==> src/rtl/frontier_pkg.sv <==
// Shared definitions for the frontier pipeline: the level generator, the
// index packer and the DMA writer all use these widths and this sentinel.
package frontier_pkg;

  localparam int INDEX_W = 32;
  localparam int WORD_W  = 64;

  localparam logic [INDEX_W-1:0] PAD_SENTINEL = 32'hFFFF_FFFF;

  typedef enum logic [1:0] {
    IDLE    = 2'd0,
    COLLECT = 2'd1,
    FLUSH   = 2'd2,
    DONE    = 2'd3
  } state_t;

endpackage

==> src/rtl/axis_reg_slice64.sv <==
// Single-entry AXI-Stream output register. The entry is free when it is
// empty or when it is draining in the current cycle.
module axis_reg_slice64 (
  input  logic        clk,
  input  logic        reset,
  input  logic        load,
  input  logic [63:0] load_data,
  input  logic        ready,
  output logic        valid,
  output logic [63:0] data,
  output logic        free
);

  assign free = !valid || ready;

  // load has priority over drain so a back-to-back refill keeps valid high
  always_ff @(posedge clk) begin
    if (reset) begin
      valid <= 1'b0;
      data  <= '0;
    end else if (load) begin
      valid <= 1'b1;
      data  <= load_data;
    end else if (valid && ready) begin
      valid <= 1'b0;
    end
  end

endmodule

==> src/rtl/frontier_index_packer.sv <==
// Rebases incoming vertex indices by a per-run offset and packs them in pairs
// into 64-bit words; a flush pads any leftover half with the sentinel.
module frontier_index_packer
  import frontier_pkg::*;
(
  input  logic               clk,
  input  logic               reset,
  input  logic               start,
  input  logic [INDEX_W-1:0] base_offset,
  input  logic               flush,
  output logic               done,
  output logic [31:0]        index_count,
  output logic [31:0]        word_count,
  output logic               in_TREADY,
  input  logic               in_TVALID,
  input  logic [INDEX_W-1:0] in_TDATA,
  input  logic               out_TREADY,
  output logic               out_TVALID,
  output logic [WORD_W-1:0]  out_TDATA
);

  state_t             state;
  state_t             state_next;
  logic               half;
  logic [INDEX_W-1:0] lo_reg;
  logic [INDEX_W-1:0] base_reg;
  logic [INDEX_W-1:0] rebased;
  logic               slot_free;
  logic               load;
  logic [WORD_W-1:0]  load_data;
  logic               in_hs;
  logic               out_hs;

  assign rebased   = in_TDATA + base_reg;
  assign in_TREADY = (state == COLLECT) && (!half || slot_free);
  assign in_hs     = in_TREADY && in_TVALID;
  assign out_hs    = out_TVALID && out_TREADY;
  assign done      = (state == DONE);

  axis_reg_slice64 u_out_slice (
    .clk       (clk),
    .reset     (reset),
    .load      (load),
    .load_data (load_data),
    .ready     (out_TREADY),
    .valid     (out_TVALID),
    .data      (out_TDATA),
    .free      (slot_free)
  );

  always_ff @(posedge clk) begin
    if (reset) state <= IDLE;
    else       state <= state_next;
  end

  always_comb begin
    state_next = state;
    load       = 1'b0;
    load_data  = {rebased, lo_reg};
    unique case (state)
      IDLE:    if (start) state_next = COLLECT;
      COLLECT: begin
        load = in_hs && half;
        if (flush) state_next = FLUSH;
      end
      FLUSH: begin
        if (half && slot_free) begin
          load      = 1'b1;
          load_data = {PAD_SENTINEL, lo_reg};
        end
        // wait for the last word to leave before reporting completion
        if (!half && !out_TVALID) state_next = DONE;
      end
      DONE:    if (!start) state_next = IDLE;
      default: state_next = IDLE;
    endcase
  end

  always_ff @(posedge clk) begin
    if (reset) begin
      half        <= 1'b0;
      lo_reg      <= '0;
      base_reg    <= '0;
      index_count <= '0;
      word_count  <= '0;
    end else begin
      if (state == IDLE && start) begin
        base_reg    <= base_offset;
        half        <= 1'b0;
        index_count <= '0;
        word_count  <= '0;
      end else begin
        if (in_hs) begin
          index_count <= index_count + 32'd1;
          half        <= !half;
          if (!half) lo_reg <= rebased;
        end else if (state == FLUSH && half && slot_free) begin
          half <= 1'b0;
        end
        if (out_hs) word_count <= word_count + 32'd1;
      end
    end
  end

endmodule

==> config.mk <==
export PLATFORM = sky130hd
export DESIGN_NAME = frontier_index_packer
export DESIGN_NICKNAME = d
export VERILOG_FILES = /design/src/rtl/frontier_pkg.sv /design/src/rtl/axis_reg_slice64.sv /design/src/rtl/frontier_index_packer.sv
export SDC_FILE = /design/constraint.sdc
export NUM_CORES = 1
export LEC_CHECK = 0
export ABC_AREA = 1
export CAP_MARGIN = 20
export CORE_ASPECT_RATIO = 0.8
export CORE_UTILIZATION = 38
export CTS_CLUSTER_SIZE = 14
export DETAILED_ROUTE_END_ITERATION = 6
export PLACE_DENSITY = 0.66
export SLEW_MARGIN = 5
export SYNTH_ARGS = -nofsm -noshare
export SYNTH_HDL_FRONTEND = slang
export SYNTH_HIERARCHICAL = 1
export SYNTH_SLANG_ARGS = --single-unit
==> constraint.sdc <==
create_clock -name clk -period 3.2 [get_ports clk]
set_clock_uncertainty 0.2 [all_clocks]
set_input_delay 0.32 -clock clk [delete_from_list [all_inputs] [get_ports clk]]
set_output_delay 0.32 -clock clk [all_outputs]
set_load 0.02 [all_outputs]
======== Word-level counts from Yosys, hierarchy flattened ========
Cells that the tools add are included.
operators by class
  add/subtract/negate cells ............... 3
  eq/ne operators ......................... 7
  muxes and demuxes ....................... 13
  bitwise logic cells ..................... 2
  reduce and logical (&&, ||, !) cells .... 19
operator list
  operator                                                         count
  64-bit two-way mux                                               2
  32-bit by 1-bit adder with 32-bit output, second input constant  2
  32-bit adder                                                     1
  1-bit logical AND                                                9
  2-bit two-way mux                                                4
  2-bit != test, second input constant                             4
  2-bit case mux with 4 select lines                               1
  1-bit two-way mux                                                5
  2-bit == test, second input constant                             2
  4-bit AND reduction                                              1
  2-bit nonzero test                                               2
  3-bit AND reduction                                              1
  2-bit by 1-bit == test with 1-bit output, second input constant  1
  1-bit zero test                                                  2
  2-bit zero test                                                  1
  1-bit logical OR                                                 2
  1-bit inverter                                                   2
  1-bit case mux with 2 select lines                               1
  2-bit OR reduction                                               1
word-level totals
  register bits ........................... 196
  input port bits ......................... 70
  logic and storage cells ................. 52

======== Logic depth before layout (Yosys ltp) ========
Gate-level depths: netlist (run 1).
  word-level depth ........................ 8
  gate-level depth with buffers ........... 15

======== Modules after synthesis ========
Netlist (run 1), hierarchy kept.
by module, submodules not included
  module                 times used  cells each  area an instance (um2)  sequential area each (um2)
  frontier_index_packer  1           1404        8559.5                  2622.5
  axis_reg_slice64       1           282         2294.7                  1301.2

======== Worst setup path after synthesis (run 1) ========
No wires, ideal clock.
  kind .................................... flip-flop to flip-flop
  from .................................... register u_out_slice.valid
  to ...................................... register u_out_slice.data[51]
  library setup time ...................... 0.116 ns
  data arrival time ....................... 2.081 ns
  path slack .............................. 0.803 ns
  stages on the path, launching flop included .. 15
  period minus slack after synthesis ...... 2.397 ns
  cells stage by stage .................... dfxtp_1 > nand2_1 > inv_1 > a21oi_2 > nand2_2 > buf_6 > inv_1 > nand2_1 > a21boi_0 > buf_6 > inv_4 > buf_8 > buf_8 > nor2_2 > nor2_1
on the way
  word-level cells in the longest chain between the ends .. 7
  elaborated cells between the ends (all ways) .. 11
  classes of those cells .................. mux (4); reduce/logical (7)
ends and longest elaborated chain
  what                                line                         RTL
  start: declaration                  axis_reg_slice64.sv:9        output logic valid,
  start signal: assignment            axis_reg_slice64.sv:19       valid <= 1'b0;
  start signal: assignment            axis_reg_slice64.sv:22       valid <= 1'b1;
  start signal: assignment            axis_reg_slice64.sv:25       valid <= 1'b0;
  1-bit zero test                     axis_reg_slice64.sv:14       assign free = !valid || ready;
  1-bit logical OR                    axis_reg_slice64.sv:14
  net slot_free                       frontier_index_packer.sv:28  logic slot_free;
  1-bit logical OR                    frontier_index_packer.sv:35  assign in_TREADY = (state == COLLECT) && (!half || slot_free);
  1-bit logical AND                   frontier_index_packer.sv:35
  net in_TREADY                       frontier_index_packer.sv:14  output logic in_TREADY,
  1-bit logical AND                   frontier_index_packer.sv:36  assign in_hs = in_TREADY && in_TVALID;
  1-bit logical AND                   frontier_index_packer.sv:63  load = in_hs && half;
  1-bit case mux with 2 select lines  frontier_index_packer.sv:60  unique case (state)
  net load                            frontier_index_packer.sv:29  logic load;
  end signal: assignment              axis_reg_slice64.sv:23       data <= load_data;
  end: declaration                    axis_reg_slice64.sv:10       output logic [63:0] data,
The timed path passes the listed nets, and every way through them passes these cells.
A chain may end at the register's enable or synchronous reset.

======== Worst setup path after layout (run 1) ========
  from .................................... input in_TDATA[0]
  to ...................................... register u_out_slice.data[46]
on the way
  word-level cells in the longest chain between the ends .. 3
ends and longest elaborated chain
  what                  line                         RTL
  start: declaration    frontier_index_packer.sv:16  input logic [INDEX_W-1:0] in_TDATA,
  32-bit adder *        frontier_index_packer.sv:34  assign rebased = in_TDATA + base_reg;
  64-bit two-way mux    frontier_index_packer.sv:67  if (half && slot_free) begin
  64-bit two-way mux *  frontier_index_packer.sv:60
  net load_data[46]     frontier_index_packer.sv:30  logic [WORD_W-1:0] load_data;
Mark *: on every way through the listed nets, which the timed path passes. The rest lies on a longest branch.

==> impl_results.md, run 1 <==
- Syn Std Cell Area: between 10000 and 15000 um^2
- Place WS: 0.227 ns
- Worst-margin pin slew: 0.890 ns
- Synth Area per Inst: 6.44 um^2
- # DRC: 0
- WP depth: 13
- Tcrit/Tclk final: 78.5%
- CTS Buf Count: 17
- Top Usage Layer GRT: met1
- Post-CTS Setup Bufs: 0
- # H-tree levels: 4
- Core region area: approximately 28000 um^2
- Layout area overhead: 26.5%
- Startpoint types: input pin
- Max FFs per register: 64
- Std-Cell Rows: 54
- Clock sink count: 196
- Slowest cell on crit path: clkdlybuf4s50_1
- Die Span Y: about 150 um
- Internal power: 4.47 mW
- Fraction of layout cells with a size suffix above 1: 4.95%
- Cell mode on critical path: nand2_1
- Hold path startpoint: reset
- Sequential share of power: 38.7%
- Critical Path RT: 3.34 ns
- Total Routing Usage GR: 22.2%
- Critical R2R Launch: base_reg[0]
- Most used DFF post-synth: dfxtp_1
- Worst Path Buf+Inv: 1
- Port bufs: 200
- GR Layer Usage met2: 31.0%
- Worst min-delay path class: in -> reg
- WHS Path Cells: 2
- F_max: 398 MHz
- Final setup fails: 0
- CTS tree: yes
- Die area: roughly 29000 um^2
- Static leakage: 6.09 nW
- Crit-path cells: clkdlybuf4s50_1, ha_1, fa_1, nand3_1, nand3_1, nand2_1, nand2_1, nand2_1, nand2_1, xor2_1, or2_2, nor2_1, nor2_1
- Final WS setup: between 0.6 and 0.7 ns
- CTS resizes: 0
- DR iter-0 viols: slightly above 900
- WP data arrival: 2.66 ns
- # nets final: 1973
- Post-Syn Instances: 1686
- RSZ-0062 raised after global routing: false
- Kind of critical path: in -> reg
- R2R cell count: 12
- EDFF count, synth: 0
- Final WL: about 32000 um
- Synth top area cells: dfxtp_1, nand2_1, nor2_1
- Status: completed
- Setup TNS: 0 ns
- Synth cell types: 45
- Gate power share: between 20 and 30%
- Syn_nets: about 1800
- Biggest register: u_out_slice/data
- Routed vias/inst: 4.80
- Width of the die: 191 um
- Most common cell after layout, fill and taps aside: nand2_1
- Cell Pwr Density: approximately 520 nW/um^2
- Root Buffer: clkbuf_16
- Number of antenna violations at the first check in global routing: 1
- Hold path endpoint: lo_reg[2]
- Clock transition at the registers of the reported paths: 0.08 ns
- Post-DP HPWL: 24600 um
- Wirelength per Cell: 14.4 um
- CP Capture Type: flop
- Worst-case clock buffer depth: 2
- Hold Buf Count CTS: 0
- Final ANT Viol Nets: 0
- Global-route wire length before repair: 51300 um
- Critical Path Max Stage Delay: 0.46 ns
- Clock power frac: 31.5%
- Post-layout min period: 2.51 ns
- Max cap viols: 0
- Vias in the first global route: 9702
- Drt pass-1 iters: 6
- Post-synth ARST share: 0%
- Register bit total from synthesis: 196
- Final Total Pwr: 7.14 mW
- Gr ovfl total: 0
- M1 GR Usage: 34.7%
- Register area share after synthesis: 36.1%
- Synth area leader: dfxtp_1
- Worst-Skew Late Latency: 0.45 ns
- Top-area cell type share of the netlist area: a little over a third
- Max IR drop VDD: slightly below 400 uV
- RePlAce Congestion: around 0.9
- Worst slew margin: 40.6%
- Ys Warns: 6
- Largest net degree at the start of global routing: 66
- Via count: 10766
- Ports: 201
- Final hold vios: 0
- R2r endpoint: u_out_slice/data[46]
- Crit-path leading delay family: simple AND/OR/NAND/NOR gates
- Grt met3 use: 3.42%
- P_sw: 2.68 mW
- Sw Ratio: between 30% and 40%
- CP max FO: 4
- Most frequent cells in the layout: nand2_1, nor2_1, inv_1
- Worst R2R Setup Slack: about 0.73 ns
- Initial Utilization: 39.3%
- Pins over their slew limit: 0
-- how the worst max path moves through the flow --
stage                      start                   end  slack, ns
4_1_cts              in_TDATA[0]  u_out_slice/data[46]       0.71
5_1_grt              in_TDATA[0]  u_out_slice/data[46]       0.54
6_report             in_TDATA[0]  u_out_slice/data[46]       0.69
2_1_floorplan  u_out_slice/valid  u_out_slice/data[51]       0.80
3_5_place_dp         in_TDATA[0]  u_out_slice/data[46]       0.23
3_3_place_gp         in_TDATA[0]  u_out_slice/data[46]       0.23
-- worst register-to-register path: cells and delay by family (launching register included) --
kind                     cells  cell delay, ns
flip-flops                   1            0.34
adder cells (fa/ha/maj)      2            0.64
AND/OR/NAND/NOR              9            1.03
XOR/XNOR                     1            0.17
-- Yosys cell counts, drive strengths merged (3+ instances only) --
cell / number
a31oi: 3
or2: 14
xnor2: 20
dfxtp: 196
nand4: 18
nand3b: 3
a21oi: 97
clkbuf: 24
buf: 28
xor2: 28
o21a: 3
o21ai: 83
and2: 3
nor2: 320
nand2: 487
ha: 37
nand3: 71
nor3: 28
inv: 208
a211oi: 6
-- logic make-up after synthesis --
logic type / after synthesis / share of synthesized area (%)
adders and majority gates: 38 / 4.45
DFF: 196 / 36.1
buffers and inverters: 260 / 10.1
AOI/OAI and AO/OA: 196 / 9.52
xor gates and xnor gates: 48 / 3.87
and+or+nand+nor: 948 / 35.9
-- per-stage QoR --
stage | instance area [um^2] | cells | hold slack [ns] | utilization [%]
floorplan | 10900 | 1686 | 0.182 | -
global placement | 13100 | 2210 | 0.252 | 47.4
detailed placement | 13100 | 2210 | 0.261 | 47.4
CTS | 13700 | 2242 | 0.113 | 49.7
global route | 13700 | 2243 | 0.139 | 49.7
finish | 13700 | 2243 | 0.137 | 49.7
-- cell type report --
type                    count  area (um^2)
flip-flops and latches    196         3920
fillers                  2837        13900
clock inverters            15          194
clock buffers              17          425
inverters                 208          783
multi-input cells        1230         5850
diodes                      1         2.50
repair buffers            212         2100
well taps                 364          455
-- power groups by stage --
stage,registers (mW),clock network (mW),logic (mW)
final,2.77,2.25,2.13
after global routing,2.79,2.40,2.40
after CTS,2.77,2.30,2.12
after detailed placement,2.82,0,2.10
after global placement,2.82,0,2.08
after floorplan,2.83,0,1.44
-- layer usage --
layer,vias to the layer above,routed length [um]
met4,0,359
li1,5604,-
met5,-,0
met2,291,13000
met3,16,2030
met1,4855,16900
No activity file was read; power rests on OpenSTA's default activity.
==> inputs of run 2 (changes only) <==
--- a/config.mk
+++ b/config.mk
@@ -11,7 +11,7 @@
 export CORE_UTILIZATION = 38
 export CTS_CLUSTER_SIZE = 14
 export DETAILED_ROUTE_END_ITERATION = 6
-export PLACE_DENSITY = 0.66
+export PLACE_DENSITY = 0.69
 export SLEW_MARGIN = 5
 export SYNTH_ARGS = -nofsm -noshare
 export SYNTH_HDL_FRONTEND = slang
==> constraint.sdc (replaced) <==
create_clock -name clk -period 2.2 [get_ports clk]
set_clock_uncertainty 0.2 [all_clocks]
set_input_delay 0.22 -clock clk [delete_from_list [all_inputs] [get_ports clk]]
set_output_delay 0.22 -clock clk [all_outputs]
set_load 0.02 [all_outputs]
==> impl_results.md, run 2 (synthesis results as in run 1) <==
- Status: completed
- CP max FO: 17
- Cell Pwr Density: 743 nW/um^2
- Wirelength per Cell: ~15 um
- CP Capture Type: flop
- Port bufs: 200
- Area occupied by registers: 3940 um^2
- Max IR drop VDD: 563 uV
- Die Span Y: between 150 and 200 um
- Largest net degree at the start of global routing: 65
- Final WS setup: 0.0433 ns
- Total Routing Usage GR: between 20% and 30%
- # nets final: 2087
- Worst-case clock buffer depth: 2
- Core region area: 27600 um^2
- Layout area overhead: 42.8%
- Drt pass-1 iters: 5
- Root Buffer: clkbuf_16
- RePlAce Congestion: 0.947
- Max FFs per register: 64
- Post-layout min period: about 2.2 ns
- CTS Buf Count: 17
- # DRC: 0
- Final hold vios: 0
- Routed vias/inst: 4.87
- Multi-input gate area: approximately 6600 um^2
- Gr ovfl total: 0
- Pins over their slew limit: 0
- Via count: between 10000 and 15000
- Crit-path leading delay family: buffers and inverters
- # H-tree levels: 4
- Place WS: -0.525 ns
- Die area: ~29000 um^2
- Worst Path Buf+Inv: 6
- WP data arrival: 2.30 ns
- Clock sink count: 196
- Vias in the first global route: 10239
- F_max: 464 MHz
- Startpoint types: flop
- Setup TNS: 0 ns
- Std-Cell Rows: 54
- Worst-margin pin slew: 0.492 ns
- Crit-path cells: inv_2, ha_2, inv_1, nor3_2, inv_1, a21boi_4, clkinv_4, buf_12, buf_12, nor2_2, nor2_1
- Final WL: 34500 um
- Clock transition at the registers of the reported paths: 0.08 ns
- Critical R2R Launch: state[0]
- Number of antenna violations at the first check in global routing: 1
- RSZ-0062 raised after global routing: true
- Most common cell after layout, fill and taps aside: nand2_1
- CTS tree: yes
- Final setup fails: 0
- Post-DP HPWL: 25500 um
- Most frequent cells in the layout: nand2_1, nor2_1, inv_1
- DR iter-0 viols: 847
- Final std cells w/o fill: roughly 2400
- Worst min-delay path class: in -> reg
- Finished Core Util: between 50% and 60%
- CP Launch Point: state[0]
- Critical Path RT: between 2 and 2.5 ns
- Tcrit/Tclk final: 98.0%
- Static leakage: 6.80 nW
- Fraction of layout cells with a size suffix above 1: 18.4%
- Worst-Skew Late Latency: about 0.45 ns
- Hold path startpoint: reset
- Slowest cell on crit path: dfxtp_2
- Ports: approximately 200
- Kind of critical path: reg -> reg
- Critical Path Max Stage Delay: 0.35 ns
- Width of the die: 191 um
- Max cap viols: 0
- Worst slew margin: 67.2%
- Final ANT Viol Nets: 0
- Initial Utilization: 39.3%
- Post-placement cell count: roughly 2300
- Global-route wire length before repair: 53000 um
- Fill count: 2592
- Hold Slack: 0.0462 ns
- Biggest register: u_out_slice/data
-- run 2: cell count changes in the layout (fill, tap and decap cells not counted), moves of 11 or more --
cell	before	now
nand2_1	485	434
dfxtp_2	0	11
dfxtp_1	196	184
nand2_2	2	47
ha_1	37	13
buf_4	11	109
nor2_2	15	44
nor2_1	302	267
nand3_2	4	16
nand3_1	67	52
ha_4	0	17
-- run 2: worst paths after layout --
path / to / slack [ns] / cells past startpoint
worst min register to register: lo_reg[1] / 0.27 / 2
worst min-delay path: base_reg[26] / 0.05 / 2
worst max-delay path: u_out_slice/data[11] / 0.04 / 11
worst max register to register: u_out_slice/data[11] / 0.04 / 11
-- run 2: through the flow --
| stage | total power [mW] | cell area [um^2] |
|---|---|---|
| floorplan | 6.22 | 10900 |
| global placement | 7.64 | 14000 |
| detailed placement | 7.69 | 14000 |
| CTS | 11.1 | 14700 |
| global route | 12.2 | 15500 |
| finish | 11.5 | 15500 |
-- run 2: report_power, final --
group          switching (mW)  internal, mW  leakage [nW]
Clock                    1.72          1.57         0.297
Sequential              0.228          3.85          1.59
Combinational            2.34          1.79          4.91
Total                    4.29          7.22          6.80
-- run 2: repair_timing --
action	CTS	global route
endpoints found under the setup margin	17	101
setup buffers	3	7
gates resized for setup	23	177
gates cloned	0	1
pin swaps	22	38
hold buffers	0	0
-- run 2: metal layers --
metal  global-route usage (%)  vias to the layer above  routed length, um
li1                         -                     5839                  -
met1                     34.8                     5228              17100
met2                     31.7                      364              14500
met3                     3.95                       36               2250
met4                     6.44                        0                647
met5                        0                        -                  0
-- run 2: area by class of cell --
class	instances	share of cell area, %
diodes	1	0.0161
clock buffers	17	2.74
clock inverters	15	1.28
inverters	208	5.09
multi-input cells	1230	42.4
flip-flops and latches	196	25.4
well taps	364	2.94
repair buffers	326	20.1
==> inputs of run 3 (changes only) <==
--- a/config.mk
+++ b/config.mk
@@ -5,13 +5,12 @@
 export SDC_FILE = /design/constraint.sdc
 export NUM_CORES = 1
 export LEC_CHECK = 0
-export ABC_AREA = 1
 export CAP_MARGIN = 20
 export CORE_ASPECT_RATIO = 0.8
 export CORE_UTILIZATION = 38
 export CTS_CLUSTER_SIZE = 14
 export DETAILED_ROUTE_END_ITERATION = 6
-export PLACE_DENSITY = 0.69
+export PLACE_DENSITY = 0.7
 export SLEW_MARGIN = 5
 export SYNTH_ARGS = -nofsm -noshare
 export SYNTH_HDL_FRONTEND = slang
==> impl_results.md, run 3 <==
- Final setup fails: 56
- Fraction of layout cells with a size suffix above 1: 22.6%
- Worst-margin pin slew: 0.823 ns
- RSZ-0062 raised after global routing: true
- Clock sink count: just under 200
- Die area: 25700 um^2
- Port bufs: 200
- Ys Warns: 6
- Worst slew margin: between 40% and 50%
- Critical Path RT: around 2.4 ns
- Most used DFF post-synth: dfxtp_1
- Wirelength per Cell: 16.5 um
- CTS Buf Count: 17
- EDFF count, synth: 0
- Most frequent cells in the layout: clkdlybuf4s50_1, dfxtp_1, buf_4
- Post-synth top cells: dfxtp_1, nor2_1, nand2_1
- # H-tree levels: 4
- CP max FO: 6
- Pins over their slew limit: 0
- Synth cell types: 61
- DR iter-0 viols: 631
- Worst min-delay path class: in -> reg
- Cell mode on critical path: buf_6
- Most frequent cell after synthesis: dfxtp_1
- Largest net degree at the start of global routing: about 80
- Status: finished, violations left
- CTS tree: yes
- Max cap viols: 0
- Crit-path cells: ha_4, buf_6, nand4_1, nor2_2, and4_4, a211oi_4, o41a_4, buf_4, buf_6, buf_6, or4_4, nand3_2
- Vias in the first global route: 8585
- Final hold vios: 0
- Gr ovfl total: 0
- Startpoint types: flop
- Total Routing Usage GR: 22.6%
- Tcrit/Tclk final: 131%
- Critical Path Max Stage Delay: 0.41 ns
- Most common cell after layout, fill and taps aside: clkdlybuf4s50_1
- Core region area: 24400 um^2
- Post-DP HPWL: 21500 um
- Ports: around 200
- Final WS setup: -0.692 ns
- Register bit total from synthesis: 196
- Layout area overhead: 51.2%
- Biggest register: u_out_slice/data
- Static leakage: 5.56 nW
- Synth Area per Inst: 8.42 um^2
- Post-layout min period: between 2 and 3 ns
- Crit-path leading delay family: simple AND/OR/NAND/NOR gates
- Post-synth ARST share: 0%
- Initial Utilization: 38.9%
- Die Span Y: 144 um
- Max FFs per register: 64
- Width of the die: about 180 um
- Std-Cell Rows: 51
- # nets final: 1591
- # DRC: 0
- Drt pass-1 iters: 5
- Clock transition at the registers of the reported paths: 0.08 ns
- Synth area leader: dfxtp_1
- Slowest cell on crit path: or4_4
- Final WL: 30000 um
- Register area share after synthesis: slightly above 40%
- Synth top area cells: dfxtp_1, mux2i_1, nor2_1
- Kind of critical path: reg -> reg
- Worst-case clock buffer depth: 2
- Max IR drop VDD: 633 uV
- CP Capture Type: flop
- Cell Pwr Density: 762 nW/um^2
- Finished Core Util: 58.9%
- Failing checks: negative setup slack
- WP data arrival: 3.06 ns
- Top-area cell type share of the netlist area: 41.2%
- Root Buffer: clkbuf_16
- Global-route wire length before repair: 45700 um
- Number of antenna violations at the first check in global routing: 0
- WHS Path Cells: 3
- ANT cells: 0
- RePlAce Congestion: 0.897
- Dpl cell area: ~13000 um^2
- Final ANT Viol Nets: 0
- Setup TNS: -25.50 ns
- F_max: 346 MHz
- R2R cell count: 12
- Routed vias/inst: a little over 5
- Fin area: 14400 um^2
- Worst-Skew Late Latency: 0.44 ns
- Worst Path Buf+Inv: 4
- Post-Syn Instances: roughly 1100
- Syn Std Cell Area: 9520 um^2
- Via count: 9278
- WP depth: 12
- Syn_nets: 1239
run 3: changes by cell type after synthesis, moves of 14 or more:
| cell | change |
|---|---|
| mux2i_1 | +72 |
| inv_1 | -183 |
| or3_1 | +14 |
| nor2_2 | -15 |
| nor3_1 | -17 |
| nand3_1 | -31 |
| clkbuf_1 | +28 |
| nor2_1 | -132 |
| o21ai_0 | -43 |
| a21o_1 | +15 |
| nand2_1 | -331 |
run 3: timing repair:
item,in CTS,in global routing
buffers inserted,12,18
cloned,0,0
endpoints found under the hold margin,14,0
gates resized for setup,81,51
setup endpoints to repair,54,69
pin swaps,40,45
hold buffers,1,0
run 3: worst register-to-register path: cells and delay by family (launching register included):
family / cells / cell delay, ns
AOI/OAI and AO/OA: 2 / 0.45
adders and majority gates: 1 / 0.27
buffers and inverters: 4 / 0.46
DFF: 1 / 0.34
and+or+nand+nor: 5 / 1.11
run 3: final cells by class:
class                   instances  area (um^2)
fillers                      2076        10100
flip-flops and latches        196         3940
clock inverters                15          125
multi-input cells             853         5810
well taps                     318          398
inverters                      22         82.6
repair buffers                393         3600
clock buffers                  17          425
run 3: logic make-up (layout without fill, tap and decap cells):
group / count (synthesis) / count (layout) / synth area share, %
xor+xnor: 71 / 71 / 6.53
compound gates: 201 / 201 / 13.1
simple gates: 470 / 470 / 22.2
flops: 196 / 196 / 41.2
fa+ha+maj: 38 / 38 / 5.07
buf+inv: 82 / 447 / 4.23
mux: 73 / 73 / 7.69
run 3: layer usage:
layer  vias to the layer above  track usage [%]  share of wire, %
li1                       4610                -                 -
met1                      4320             33.1                48
met2                       297             33.7                44
met3                        51             3.86               5.9
met4                         0             6.56               2.1
met5                         -                0                 0
run 3: per-stage QoR:
stage	setup WS (ns)	hold slack, ns	instances	total power [mW]
floorplan	-0.600	0.148	1131	5.90
global placement	-1.03	0.244	1758	7.37
detailed placement	-1.10	0.250	1758	7.45
CTS	-0.624	0.106	1801	10.8
global route	-0.782	0.119	1814	11.5
finish	-0.692	0.121	1814	11.0
run 3: final timing paths:
| kind | from | to | slack (ns) |
|---|---|---|---|
| setup / recovery | base_reg[9] | lo_reg[22] | -0.69 |
| hold / removal | base_offset[9] | base_reg[9] | 0.12 |
| setup reg to reg | base_reg[9] | lo_reg[22] | -0.69 |
| hold reg to reg | lo_reg[1] | lo_reg[1] | 0.26 |
run 3: power by group:
part | internal (mW) | leakage (nW) | total (mW) | switching [mW]
Sequential | 3.80 | 1.59 | 3.98 | 0.185
Clock | 1.48 | 0.246 | 2.96 | 1.49
Combinational | 1.90 | 3.72 | 4.02 | 2.12
